--- src/rtl/sync_fifo_param.sv ---
// rtl/sync_fifo_param.sv - single-clock FIFO with level, almost flags, FWFT option and sticky errors
module sync_fifo_param #(
    parameter int ADDR_WIDTH    = 4,
    parameter int DATA_WIDTH    = 32,
    parameter int AFULL_THRESH  = 12,
    parameter int AEMPTY_THRESH = 2,
    parameter int FWFT          = 0
) (
    input  logic                  clk,
    input  logic                  rst,
    input  logic                  winc,
    input  logic [DATA_WIDTH-1:0] wdata,
    output logic                  wfull,
    output logic                  walmost_full,
    input  logic                  rinc,
    output logic [DATA_WIDTH-1:0] rdata,
    output logic                  rempty,
    output logic                  ralmost_empty,
    output logic [ADDR_WIDTH:0]   level,
    output logic                  overflow,
    output logic                  underflow,
    input  logic                  clr_err
);

    localparam int DEPTH = 1 << ADDR_WIDTH;
    localparam logic [ADDR_WIDTH:0]   LVL_ONE  = (ADDR_WIDTH+1)'(1);
    localparam logic [ADDR_WIDTH:0]   LVL_FULL = (ADDR_WIDTH+1)'(DEPTH);
    localparam logic [ADDR_WIDTH:0]   LVL_AF   = (ADDR_WIDTH+1)'(AFULL_THRESH);
    localparam logic [ADDR_WIDTH:0]   LVL_AE   = (ADDR_WIDTH+1)'(AEMPTY_THRESH);
    localparam logic [ADDR_WIDTH-1:0] PTR_ONE  = ADDR_WIDTH'(1);

    logic [DATA_WIDTH-1:0] mem [DEPTH];
    logic [ADDR_WIDTH-1:0] waddr;
    logic [ADDR_WIDTH-1:0] raddr;
    logic [ADDR_WIDTH:0]   level_q;
    logic [ADDR_WIDTH:0]   level_nxt;
    logic [DATA_WIDTH-1:0] rdata_q;
    logic                  wfull_q;
    logic                  rempty_q;
    logic                  wr_acc;
    logic                  rd_acc;

    // rst gating keeps the unreset memory from being written while pointers are held
    assign wr_acc = winc && !wfull_q && !rst;
    assign rd_acc = rinc && !rempty_q;

    always_comb begin
        level_nxt = level_q;
        case ({wr_acc, rd_acc})
            2'b10:   level_nxt = level_q + LVL_ONE;
            2'b01:   level_nxt = level_q - LVL_ONE;
            default: level_nxt = level_q;
        endcase
    end

    always_ff @(posedge clk) begin
        if (wr_acc) begin
            mem[waddr] <= wdata;
        end
    end

    always_ff @(posedge clk or posedge rst) begin
        if (rst) begin
            waddr         <= '0;
            raddr         <= '0;
            level_q       <= '0;
            wfull_q       <= 1'b0;
            rempty_q      <= 1'b1;
            walmost_full  <= 1'b0;
            ralmost_empty <= 1'b1;
            rdata_q       <= '0;
            overflow      <= 1'b0;
            underflow     <= 1'b0;
        end else begin
            if (wr_acc) begin
                waddr <= waddr + PTR_ONE;
            end
            if (rd_acc) begin
                raddr   <= raddr + PTR_ONE;
                rdata_q <= mem[raddr];
            end
            level_q       <= level_nxt;
            wfull_q       <= (level_nxt == LVL_FULL);
            rempty_q      <= (level_nxt == '0);
            walmost_full  <= (level_nxt >= LVL_AF);
            ralmost_empty <= (level_nxt <= LVL_AE);
            // a new error in the same cycle as clr_err keeps the flag set
            overflow      <= (winc && wfull_q) || (overflow && !clr_err);
            underflow     <= (rinc && rempty_q) || (underflow && !clr_err);
        end
    end

    // in FWFT mode rdata_q holds the last popped word, shown while empty
    generate
        if (FWFT != 0) begin : g_fwft
            assign rdata = rempty_q ? rdata_q : mem[raddr];
        end else begin : g_std
            assign rdata = rdata_q;
        end
    endgenerate

    assign wfull  = wfull_q;
    assign rempty = rempty_q;
    assign level  = level_q;

endmodule
--- config.mk ---
export PLATFORM = sky130hd
export DESIGN_NAME = sync_fifo_param
export DESIGN_NICKNAME = d
export VERILOG_FILES = /design/src/rtl/sync_fifo_param.sv
export SDC_FILE = /design/constraint.sdc
export NUM_CORES = 1
export LEC_CHECK = 0
export BUFFER_PORTS_ARGS = -buffer_cell sky130_fd_sc_hd__buf_2
export CAP_MARGIN = 20
export CORE_MARGIN = 8
export CORE_UTILIZATION = 50
export DETAILED_ROUTE_END_ITERATION = 7
export GPL_TIMING_DRIVEN = 0
export PLACE_DENSITY = 0.74
export SYNTH_ARGS = -nofsm -noshare
export SYNTH_HDL_FRONTEND = slang
export SYNTH_SLANG_ARGS = --single-unit
--- constraint.sdc ---
create_clock -name clk -period 5 [get_ports clk]
set_clock_uncertainty 0.05 [all_clocks]
set_input_delay 0.5 -clock clk [delete_from_list [all_inputs] [get_ports clk]]
set_output_delay 0.5 -clock clk [all_outputs]
set_load 0.005 [all_outputs]
Yosys cells after proc, flatten, opt, wreduce, memory -nomap -nowiden
Memories as Yosys holds them, arrays and structs flattened. A register that Yosys moved wholly into a read port is not among the register bits.
Cells that the tools add are included.
{ "classes": {"add_sub_neg": 4, "n_lt_le_gt_ge": 2, "eq_ne": 3, "mux": 3, "n_reduce_logical": 14} }
{ "op_table": {"columns": ["op", "count"], "rows": [
  ["$pmux W5 S2", 1],
  ["$add A4 B1 Y4 const B", 2],
  ["$logic_and A1 B1 Y1", 7],
  ["$add A5 B1 Y5 const B", 1],
  ["$eq A5 B5 Y1 const B", 1],
  ["$ge A5 B4 Y1 const B", 1],
  ["$le A5 B2 Y1 const B", 1],
  ["$logic_not A5 Y1", 1],
  ["$sub A5 B1 Y5 const B", 1],
  ["$logic_not A1 Y1", 4],
  ["$eq A2 B1 Y1 const B", 1],
  ["$eq A2 B2 Y1 const B", 1],
  ["$logic_or A1 B1 Y1", 2],
  ["$mux W1", 2]
]} }
{ "word_totals": {"reg_bits": 19, "ram_bits": 512, "inputBits": 37, "out_inout_bits": 43, "elab_cells": 36, "n_memories": 1} }
{ "memory_table": {"columns": ["memory", "words", "word_bits", "read_ports", "rd_clocked_by_memory_dff", "write_ports", "line_no", "rtl"], "rows": [
  ["mem", 16, 32, 1, 1, 1, "32", "logic [DATA_WIDTH-1:0] mem [DEPTH];"]
]} }

Logic depth before layout (Yosys ltp)
{ "depth": {"depth_word": 6, "mapped_depth": 13, "depth_no_buf": 11} }

Worst setup path before layout
No wires, ideal clock.
{ "synth_path": {"path_kind": "input to register", "startpoint": "input port rst", "endpoint": "register ralmost_empty", "setup_ps": 105, "arrival_time_ps": 2664, "required_ps": 4845, "setup_slack_ps": 2181, "cell_stages": 13, "path_buffers": 2, "cell_sequence": "nor2_1 and2_1 clkbuf_1 inv_1 ha_1 buf_4 xor2_1 ha_1 nor2_1 or4_4 nand4_2 xnor2_2 a2111oi_2"} }
{ "synth_between": {"elab_chain_cells": 5, "word_cells_on_any_way": 6, "classes_between": "order compare: 1; eq/ne: 2; mux: 1; reduce/logical: 2"} }
{ "synth_lines": {"columns": ["element", "line_no", "rtl"], "rows": [
  ["start: declaration", "10", "input logic rst,"],
  ["$logic_not A1 Y1 (no source line) (*)", null, null],
  ["$logic_and A1 B1 Y1 (*)", "44", "assign wr_acc = winc && !wfull_q && !rst;"],
  ["$eq A2 B1 Y1 / $eq A2 B2 Y1 (equally long branches)", "49", "case ({wr_acc, rd_acc})"],
  ["$pmux W5 S2 (*)", "49", null],
  ["named net level_nxt[4]", "36", "logic [ADDR_WIDTH:0] level_nxt;"],
  ["$le A5 B2 Y1 (*)", "86", "ralmost_empty <= (level_nxt <= LVL_AE);"],
  ["end signal: assignment", "86", null],
  ["end: declaration", "18", "output logic ralmost_empty,"]
]} }
Mark *: on every way through the listed nets, which the timed path passes. The rest lies on a longest branch.
A chain may end at the register's enable or synchronous reset.

Final worst setup path
{ "layout_path": {"startpoint": "register wfull_q, in the netlist wfull", "endpoint": "register wfull_q, in the netlist wfull"} }
{ "layout_between": {"elab_chain_cells": 6, "word_cells_on_any_way": 7, "classes_between": "eq/ne: 3; mux: 1; reduce/logical: 3"} }
{ "layout_lines": {"columns": ["element", "line_no", "rtl"], "rows": [
  ["start: declaration", "38", "logic wfull_q;"],
  ["start signal: assignment", "83", "wfull_q <= (level_nxt == LVL_FULL);"],
  ["$logic_not A1 Y1 (*)", "44", null],
  ["$logic_and A1 B1 Y1 (*) (2 in a row)", "44", null],
  ["$eq A2 B1 Y1 / $eq A2 B2 Y1 (equally long branches)", "49", null],
  ["$pmux W5 S2 (*)", "49", null],
  ["named net level_nxt[2]", "36", null],
  ["$eq A5 B5 Y1 (*)", "83", null]
]} }
Marks and branches as above.

==> impl_metrics.py <==
metrics = {
    "outcome": {
        "outcome": "finished clean",
    },
    "critical_path": {
        "crit_buf_inv": 3,
        "endpoint_kind": "flop",
        "crit_fanout": 8,
        "rr_worst_depth": 13,
        "startpoint_type": "flop",
        "worstPathRequired_ps": 5440,
        "path_class": "reg2reg",
        "path_delay_family": "simple AND/OR/NAND/NOR gates",
        "crit_arrival_ps": 3500,
        "cp_slowest_cell": "dfrtp_1",
        "reg2reg_slack_ps": 1950,
        "r2r-end": "wfull",
        "cpPeakStageDelay_ps": 380,
        "r2r-start": "wfull",
        "crit_chain": "nor2_1 -> and2_1 -> clkbuf_1 -> inv_1 -> ha_1 -> buf_4 -> xor2_1 -> ha_1 -> a21oi_1 -> xnor2_1 -> nand2_1 -> xnor2_1 -> nor4b_1",
    },
    "route": {
        "drc_errors": 0,
        "wirelength_um": 49100,
        "post_drt_wl_per_cell_um": 24.76,
        "highest_layer": "met4",
        "viasPerCell": 5.786,
        "met1_length_um": 19710,
        "drt_iter0_drc": 1015,
        "drtPass1Iterations": 5,
        "wl_met2_um": 24460,
        "num_vias": 11470,
        "wl_met3_um": 3440,
        "ant_nets": 0,
    },
    "synth": {
        "synth.area.top_cells": "edfxtp_1 70%, mux2i_1 8.7%, dfrtp_1 5.6%",
        "synth_top_cell_by_area": "edfxtp_1",
        "synth_edf_count": 512,
        "synth_warnings": 0,
        "yosysMostFrequentCell": "edfxtp_1",
        "synth_area_um2": 21920,
        "ys_seq_area_share_pct": 75.99,
        "synth_seq_cells": 563,
        "synth_ff_type": "edfxtp_1",
        "synth_commonest_cells": "512 x edfxtp_1, 190 x mux2i_1, 49 x a22oi_1, 49 x dfrtp_1, 43 x nand2_1",
        "syn_avg_cell_area_um2": 18.26,
        "synth_cell_types": 47,
        "synthArstFlopShare_pct": 9.059,
        "yosysTopAreaCellShare_pct": 70.15,
        "postSynthCellCount": 1200,
        "syn-num-nets": 1245,
    },
    "die": {
        "row_count": 76,
        "die_x_um": 225.4,
        "core-area_um2": 43170,
        "die_area_um2": 50790,
        "initial_utilization_pct": 50.77,
        "die_h_um": 225.4,
        "io_pins": 80,
    },
    "timing": {
        "fmax_mhz": 327.5,
        "slew_headroom_pct": 36.01,
        "rsz0062_at_grt": "no",
        "finalCritPeriodShare_pct": 61.08,
        "setup_viol": 0,
        "worst_pin_slew_ps": 959.9,
        "finalSetupTns_ps": 0,
        "hold_viol": 0,
        "period_needed_ps": 3054,
        "finalMaxSlewViolations": 0,
    },
    "cells_and_area": {
        "utilization_pct": 58.61,
        "drive_gt1_share_pct": 20.31,
        "final_nets": 1397,
        "area_growth_syn_to_layout_pct": 15.45,
        "fin_area_um2": 25300,
        "n_antenna_cell": 0,
    },
    "min_path": {
        "hold_path.class": "in2async",
    },
    "cts": {
        "cts_setup_buffers": 0,
        "cts_max_path_buffers": 3,
        "path_clk_slew_ps": 50,
        "cts_hold_buf": 0,
        "htreeDepth": 2,
        "cts_made_buffers": 55,
        "clock-sinks": 563,
        "worstSkewPairLatency_ps": 600,
        "cts_tree": "built",
        "cts-resized-gates": 0,
        "cts_root_buf": "clkbuf_16",
    },
    "grt": {
        "grt_pass1_wl_um": 72770,
        "antenna_found_initial": 0,
        "grt_max_degree": 52,
        "grt_pass1_vias": 11830,
        "overflow": 0,
        "grt_usage_pct": 19.32,
    },
    "pwr": {
        "p_per_area_nw_per_um2": 554.9,
        "p_leak_nw": 8.781,
        "ir_worst_vdd_mv": 0.3087,
    },
    "placed_design": {
        "dp_hpwl_um": 30820,
        "postPlaceCellArea_um2": 23450,
        "port_buffers": 79,
        "gp_congestion": 0.7778,
    },
    "run": {
        "maxCapViolations": 0,
    },
}
logic make-up after synthesis:
family	Yosys count	share of synthesized area, %
flops	563	75.99
mux	225	12.22
compound gates	191	6.154
simple gates	119	2.815
buf+inv	82	1.850
xor+xnor	12	0.5139
fa+ha+maj	8	0.4567
power breakdown:
part / total, mW / leakage (nW) / internal (mW) / switching (mW)
sequential: 5.75 / 5.22 / 5.57 / 0.184
combinational: 4.08 / 2.65 / 1.61 / 2.47
clock: 4.21 / 0.913 / 2.51 / 1.70
total: 14.0 / 8.78 / 9.70 / 4.35
per-stage QoR:
step / hold WS, ps / setup WS (ps) / cells / power [mW]
3_3_place_gp: 405.9 / 1317 / 1864 / 9.772
2_1_floorplan: 423.9 / 2181 / 1200 / 8.495
4_1_cts: 28.35 / 1935 / 1983 / 14.13
3_5_place_dp: 410.7 / 1723 / 1880 / 9.922
5_1_grt: 50.37 / 1716 / 1983 / 14.59
6_report: 34.81 / 1946 / 1983 / 14.04
registers in the layout, summed over array words and instances (netlist names):
name,flops
waddr,4
overflow,1
raddr,4
mem,512
level,5
walmost_full,1
rdata,32
wfull,1
ralmost_empty,1
underflow,1
rempty,1
worst max-delay path by stage:
stage | startpoint | endpoint | slack (ps) | depth (start not counted)
4_1_cts | wfull | wfull | 1930 | 13
3_5_place_dp | rst | wfull | 1720 | 14
6_report | wfull | wfull | 1950 | 13
2_1_floorplan | rst | ralmost_empty | 2180 | 13
5_1_grt | wfull | wfull | 1720 | 13
3_3_place_gp | rst | mem[10][22] | 1320 | 7
cell usage in the layout (no fill, tap or decap), types with 18 or more instances in the layout:
master,Yosys,routed
nand2_1,43,43
dfrtp_1,49,49
clkbuf_16,0,56
a211oi_1,33,33
nor2b_1,19,19
mux4_2,34,34
a22oi_1,49,49
mux2i_1,190,190
edfxtp_1,512,512
clkbuf_1,26,44
o21ai_0,18,18
a21oi_1,34,34
buf_2,30,109
metal layers:
metal  vias to the layer above  GRT usage, %
met5                         -             0
met4                         0         6.751
met3                        88         3.565
met2                       442         32.76
met1                      5841         24.84
li1                       5103             -
cell type report:
cell class | instances | area (µm²)
clock buffers | 80 | 1551
multi-input cells | 555 | 4877
inverters | 10 | 40.04
flip-flops and latches | 563 | 16650
clock inverters | 23 | 305.3
fillers | 3210 | 17870
plain buffers | 72 | 367.9
well taps | 585 | 732.0
repair buffers | 95 | 775.7
No activity file was read; power rests on OpenSTA's default activity.
